$ cat src/rtl/vram_write_arbiter.sv
// Round-robin arbiter sharing the VRAM write port between N_REQ valid/ready requesters.
// Define VRAM_FILL_EN to add the whole-memory fill engine (one word per cycle).
module vram_write_arbiter #(
  parameter int N_REQ      = 2,
  parameter int ADDR_WIDTH = 12,
  parameter int DATA_WIDTH = 8
) (
  input  logic                        clk,
  input  logic                        reset_n,
  input  logic [N_REQ-1:0]            req_valid,
  output logic [N_REQ-1:0]            req_ready,
  input  logic [N_REQ*ADDR_WIDTH-1:0] req_address,
  input  logic [N_REQ*DATA_WIDTH-1:0] req_din,
  input  logic                        fill_start,
  input  logic [DATA_WIDTH-1:0]       fill_color,
  output logic                        fill_busy,
  output logic                        fill_done,
  output logic signed [31:0]          data_address,
  output logic [DATA_WIDTH-1:0]       data_din,
  output logic                        data_we
);

  localparam int PTR_W = (N_REQ > 1) ? $clog2(N_REQ) : 1;
  localparam logic [PTR_W-1:0] PTR_RESET = PTR_W'(N_REQ - 1);

  logic [PTR_W-1:0]      ptr_q, ptr_d;
  logic                  we_q, we_d;
  logic [ADDR_WIDTH-1:0] addr_q, addr_d;
  logic [DATA_WIDTH-1:0] din_q, din_d;

  logic                  arb_en;
  logic                  grant_any;
  logic [PTR_W-1:0]      grant_idx;
  logic [ADDR_WIDTH-1:0] grant_addr;
  logic [DATA_WIDTH-1:0] grant_din;
  logic [N_REQ-1:0]      grant;

`ifdef VRAM_FILL_EN
  localparam logic [0:0] ST_ARB  = 1'b0;
  localparam logic [0:0] ST_FILL = 1'b1;

  logic [0:0]            state_q, state_d;
  logic [ADDR_WIDTH-1:0] cnt_q, cnt_d;
  logic [DATA_WIDTH-1:0] color_q, color_d;
  logic                  done_q, done_d;

  // A fill request takes the cycle it arrives in, so no requester is granted alongside it.
  assign arb_en    = reset_n && (state_q == ST_ARB) && !fill_start;
  assign fill_busy = (state_q == ST_FILL);
  assign fill_done = done_q;
`else
  logic unused_fill;

  assign arb_en      = reset_n;
  assign fill_busy   = 1'b0;
  assign fill_done   = 1'b0;
  assign unused_fill = ^{fill_start, fill_color};
`endif

  // Rotated search ptr+1 .. N_REQ-1, then 0 .. ptr, done as two ascending passes.
  always_comb begin
    // NOTE: every always_comb output gets a default first so no path can infer a latch.
    grant      = '0;
    grant_any  = 1'b0;
    grant_idx  = ptr_q;
    grant_addr = '0;
    grant_din  = '0;
    for (int i = 0; i < N_REQ; i++) begin
      if (arb_en && !grant_any && req_valid[i] && (i > int'(ptr_q))) begin
        grant_any  = 1'b1;
        grant_idx  = PTR_W'(i);
        grant[i]   = 1'b1;
        grant_addr = req_address[i*ADDR_WIDTH +: ADDR_WIDTH];
        grant_din  = req_din[i*DATA_WIDTH +: DATA_WIDTH];
      end
    end
    for (int i = 0; i < N_REQ; i++) begin
      if (arb_en && !grant_any && req_valid[i] && (i <= int'(ptr_q))) begin
        grant_any  = 1'b1;
        grant_idx  = PTR_W'(i);
        grant[i]   = 1'b1;
        grant_addr = req_address[i*ADDR_WIDTH +: ADDR_WIDTH];
        grant_din  = req_din[i*DATA_WIDTH +: DATA_WIDTH];
      end
    end
  end

  assign req_ready = grant;

  always_comb begin
    ptr_d  = grant_any ? grant_idx : ptr_q;
    we_d   = grant_any;
    addr_d = grant_any ? grant_addr : addr_q;
    din_d  = grant_any ? grant_din  : din_q;
`ifdef VRAM_FILL_EN
    state_d = state_q;
    cnt_d   = cnt_q;
    color_d = color_q;
    done_d  = 1'b0;
    if (state_q == ST_FILL) begin
      we_d   = 1'b1;
      addr_d = cnt_q;
      din_d  = color_q;
      if (cnt_q == '1) begin
        state_d = ST_ARB;
        cnt_d   = '0;
        done_d  = 1'b1;
      end else begin
        cnt_d = cnt_q + ADDR_WIDTH'(1);
      end
    end else if (fill_start) begin
      state_d = ST_FILL;
      cnt_d   = '0;
      color_d = fill_color;
    end
`endif
  end

  // NOTE: state registers use non-blocking assignments so every flop samples pre-edge values.
  always_ff @(posedge clk or negedge reset_n) begin
    if (!reset_n) begin
      ptr_q   <= PTR_RESET;
      we_q    <= 1'b0;
      addr_q  <= '0;
      din_q   <= '0;
`ifdef VRAM_FILL_EN
      state_q <= ST_ARB;
      cnt_q   <= '0;
      color_q <= '0;
      done_q  <= 1'b0;
`endif
    end else begin
      ptr_q   <= ptr_d;
      we_q    <= we_d;
      addr_q  <= addr_d;
      din_q   <= din_d;
`ifdef VRAM_FILL_EN
      state_q <= state_d;
      cnt_q   <= cnt_d;
      color_q <= color_d;
      done_q  <= done_d;
`endif
    end
  end

  assign data_we      = we_q;
  assign data_din     = din_q;
  assign data_address = $signed({{(32-ADDR_WIDTH){1'b0}}, addr_q});

endmodule

$ cat config.mk
export PLATFORM = sky130hd
export DESIGN_NAME = vram_write_arbiter
export DESIGN_NICKNAME = d
export VERILOG_FILES = /design/src/rtl/vram_write_arbiter.sv
export SDC_FILE = /design/constraint.sdc
export NUM_CORES = 1
export LEC_CHECK = 0
export ABC_AREA = 1
export BUFFER_PORTS_ARGS = -buffer_cell sky130_fd_sc_hd__buf_2
export CORE_UTILIZATION = 46
export CTS_BUF_LIST = sky130_fd_sc_hd__clkbuf_4 sky130_fd_sc_hd__clkbuf_8 sky130_fd_sc_hd__clkbuf_16
export DETAILED_ROUTE_END_ITERATION = 10
export GPL_TIMING_DRIVEN = 0
export PLACE_DENSITY = 0.86
export SYNTH_ARGS = -nofsm -noshare
export SYNTH_HDL_FRONTEND = slang
export SYNTH_SLANG_ARGS = --single-unit
$ cat constraint.sdc
create_clock -name clk -period 2.4 [get_ports clk]
set_input_delay 0.36 -clock clk [delete_from_list [all_inputs] [get_ports clk]]
set_output_delay 0.36 -clock clk [all_outputs]
set_load 0.005 [all_outputs]
After elaboration in Yosys (flattened, before gate mapping)
Index checks and enable logic that the tools add are counted.
Storage, ports and cells
  word-level logic and storage cells: 31
  bits of input ports: 53
  output and inout bits: 45
  flip-flop bits (word level): 22
Operators by class
  mux-type cells: 14
  $lt $le $gt $ge: 2
  reductions and logical operators: 11
Operators by type and width (count)
  $mux 12: 3
  $mux 8: 3
  $mux 1: 8
  $logic_and 1x1->1: 7
  $reduce_bool 3->1: 1
  $logic_not 1->1: 2
  $reduce_and 2->1: 1
  $gt 1x1->1 const A: 1
  $le 1x1->1 const A: 1

Longest topological paths before layout
  depth after elaboration: 13
  gate-level depth with buffers: 7

Worst setup path after synthesis
No wires, ideal clock.
  path kind: flip-flop to output port
  start: register ptr_q
  end: output port req_ready[1]
  arrival: 0.953 ns
  cell stages (with the launch flop): 7
  buffers on the path: 1
  path slack: 1.087 ns
  required time: 2.040 ns
  path through: dfstp_2 -> inv_2 -> nand2_2 -> buf_6 -> nand2_1 -> nand2_1 -> inv_1
On the way
  word-level cells in the longest chain between the ends: 12
RTL lines
  start: declaration: line 26  | logic [PTR_W-1:0] ptr_q, ptr_d;
  start signal: assignment: line 133  | ptr_q <= ptr_d;
  $gt 1x1->1: line 69  | if (arb_en && !grant_any && req_valid[i] && (i > int'(ptr_q))) begin
  $logic_and 1x1->1: line 69
  $mux 1: line 69
  $logic_not 1->1: line 78  | if (arb_en && !grant_any && req_valid[i] && (i <= int'(ptr_q))) begin
  $logic_and 1x1->1 (2 in series): line 78
  $mux 1: line 78
  $logic_not 1->1: line 78
  $logic_and 1x1->1 (3 in series): line 78
  $mux 1 (*): line 78
  end: declaration: line 11  | output logic [N_REQ-1:0] req_ready,
Every way passes the cells marked *; elsewhere a longest branch is shown, timed or not.

Final worst setup path
  start: input port reset_n
  end: output port req_ready[1]
On the way
  word-level cells in the longest chain between the ends: 12
RTL lines
  start: declaration: line 9  | input logic reset_n,
  $logic_and 1x1->1 (2 in series): line 69
  $mux 1: line 69
  $logic_not 1->1: line 78
  $logic_and 1x1->1 (2 in series): line 78
  $mux 1: line 78
  $logic_not 1->1: line 78
  $logic_and 1x1->1 (3 in series): line 78
  $mux 1 (*): line 78
Marked as above.

==> out/results.ini <==
[clocking]
cts.repair.resized = 0
postCtsHoldBufs = 0
tritoncts = yes
cts_setup_buffers = 0
h-tree-depth = 1
clk_latency_ps = 300
cts_buffers = 3
clock_path_buffers = 2
clock-sinks = 22
root_buffer = clkbuf_4
clkTransAtPathRegs_ps = 120

[drt]
final_antenna_net_count = 0
vias = 1539
post-route-drc-count = 0
wl_met3_um = 176
drt-met1-wl_mm = 1.461
dr.pass1.iters = 4
routedWlPerCell_um = 10.18
via_per_inst = 4.448
totalWireLength_mm = 3.524
met2_length_mm = 1.831
drt_iter0_drc = 40
highest_layer = met4

[yosys]
yosysTopAreaCell = dfrtp_1
synthFlopType = dfrtp_1
synth-edff-count = 0
ys_top_cells_by_area = dfrtp_1 (33%), nand2_1 (19%), nand3_2 (13%), buf_4 (12%), nand3_1 (6.3%)
yosys-top-cells-count = nand2_1 (81), buf_4 (25), inv_1 (24), dfrtp_1 (21)
yosysMostFrequentCell = nand2_1
ys.warnings.count = 0
synth-seq-cells = 22
syn_inst = 211
synth_top_area_share_pct = 33.23
syn-mean-instance-area_sq_um = 7.495
synthesis.area_sq_um = 1582
synthArstFlopShare_pct = 100.0
seq_area_frac_synth_pct = 34.89
yosysUniqueCellTypes = 14

[worst_setup_path]
r2r-end = addr_q[8]$_DFFE_PN0P_
ff2ff_path_depth = 5
crit_fanout = 25
setup.worst_path.class = input port to output pin
start_kind = input port
required_ps = 2040
reg2reg_setup_slack_ps = 1190
worst_r2r_startpoint = ptr_q$_DFFE_PN1P_
arrival_ps = 1580
endpoint_kind = output pin

[floorplanning]
die_h_um = 60.64
core-area_sq_um = 3153
start_util_pct = 50.16
io_pins = 98
die_x_um = 60.64
rows = 20
dieArea_sq_um = 3677

[timing]
worst_slew_pin_slew_ps = 570.4
hold_viol_final = 0
fin_skew_ps = 1.636
fin_setup_tns_ps = 0
fin_crit_sh_pct = 80.98
fmax_ghz = 0.5145
rsz0062_at_grt = no
layout_min_cycle_time_ps = 1943
finalSetupViolations = 0
relSlewSlack_pct = 61.97
drv_slew = 0

[cells_and_area]
n_antenna_cell = 0
finalInstanceArea_sq_um = 2082
fin_nets = 356
area_growth_pct = 31.65
drive_gt1_share_pct = 43.71
fillers = 298

[job]
drv_cap = 0

[global_route]
track_usage_pct = 19.81
grt_max_degree = 26
gr-total-overflow = 0
antenna_found_initial = 0
grt_pass1_vias = 1398
grt_pass1_wl_mm = 5.533

[power]
ir_worst_vdd_uv = 233.7
cellPowerDensity_nw_per_um2 = 477.7
p_comb_share_pct = 32.7
p_clk_share_pct = 20.6
p_switching_mw = 0.3097
sw_frac_of_total_pct = 31.14
intPower_mw = 0.6848
pwr-share-seq_pct = 46.7
p_leak_nw = 1.316

[placement]
dpl_cell_area_sq_um = 2046
io_buffer_count = 66
globalplace.congestion = 0.8442
place_hpwl_mm = 2.758

[run_status]
status = completed

[worst_hold_path]
worstHoldPathType = input port to asynchronous set/reset pin

-- worst max-delay path by stage --
stage,from,to,slack (ps),cells past startpoint
finish,reset_n,req_ready[1],460,8
global placement,reset_n,req_ready[1],460,8
detailed placement,reset_n,req_ready[1],440,8
floorplan,ptr_q$_DFFE_PN1P_,req_ready[1],1090,6
CTS,reset_n,req_ready[1],440,8
global route,reset_n,req_ready[1],310,8
-- metal layers --
| layer | up-vias | track usage, % |
|---|---|---|
| li1 | 781 | - |
| met2 | 51 | 37.83 |
| met4 | 0 | 7.468 |
| met5 | - | 0 |
| met1 | 703 | 22.07 |
| met3 | 4 | 2.772 |
-- worst max-delay path, cell delays in order --
cell and delay (ps):
buf_2 450, nand2_1 190, inv_2 130, buf_6 140
nand2_1 70, nand2_1 70, inv_1 40, buf_2 110
-- placed cells by master, fill, tap and decap left out, drive strengths merged --
master,Yosys,final
nand2,86,86
nor2,1,1
dfstp,1,1
conb,1,22
o21ai,1,1
dfrtp,21,21
nand3,40,40
nand4,1,1
clkbuf,0,4
inv,27,27
buf,32,98
-- state kept, by name, summed over array words and instances, names as in the netlist --
register and flops:
addr_q 12, ptr_q 1, data_we 1, data_din 8
-- stage by stage --
stage / utilization, % / power [mW] / cells / setup slack, ps / hold WS (ps)
finish: 66.03 / 0.9945 / 346 / 456.5 / 34.07
floorplan: - / 0.6605 / 232 / 1087 / 64.41
detailed placement: 64.88 / 0.7980 / 342 / 444.2 / 379.0
global placement: 64.88 / 0.7875 / 342 / 459.4 / 374.7
global route: 66.03 / 1.061 / 346 / 311.6 / 50.15
CTS: 66.03 / 0.9991 / 346 / 438.5 / 42.80
-- power groups by stage --
stage          Sequential (mW)  Clock [mW]  Combinational, mW
4_1_cts                  0.465       0.208              0.327
2_1_floorplan            0.477           0              0.183
3_3_place_gp             0.470           0              0.317
3_5_place_dp             0.471           0              0.326
6_report                 0.465       0.205              0.325
5_1_grt                  0.472       0.223              0.366
-- logic make-up after synthesis --
kind of cell           Yosys count  share of synthesized area (%)
AOI/OAI and AO/OA                1                         0.3162
buffers and inverters           59                          23.26
DFF                             22                          34.89
other                            1                         0.2371
and+or+nand+nor                128                          41.30
-- layout make-up --
cell class	count	area [sq um]	share of cell area, %
multi-input cells	151	740.7	35.58
clock buffers	4	36.28	1.743
flip-flops and latches	22	551.8	26.50
plain buffers	32	266.5	12.80
well taps	44	55.05	2.644
inverters	27	101.3	4.868
repair buffers	66	330.3	15.87
(Power assumes the default switching activity.)
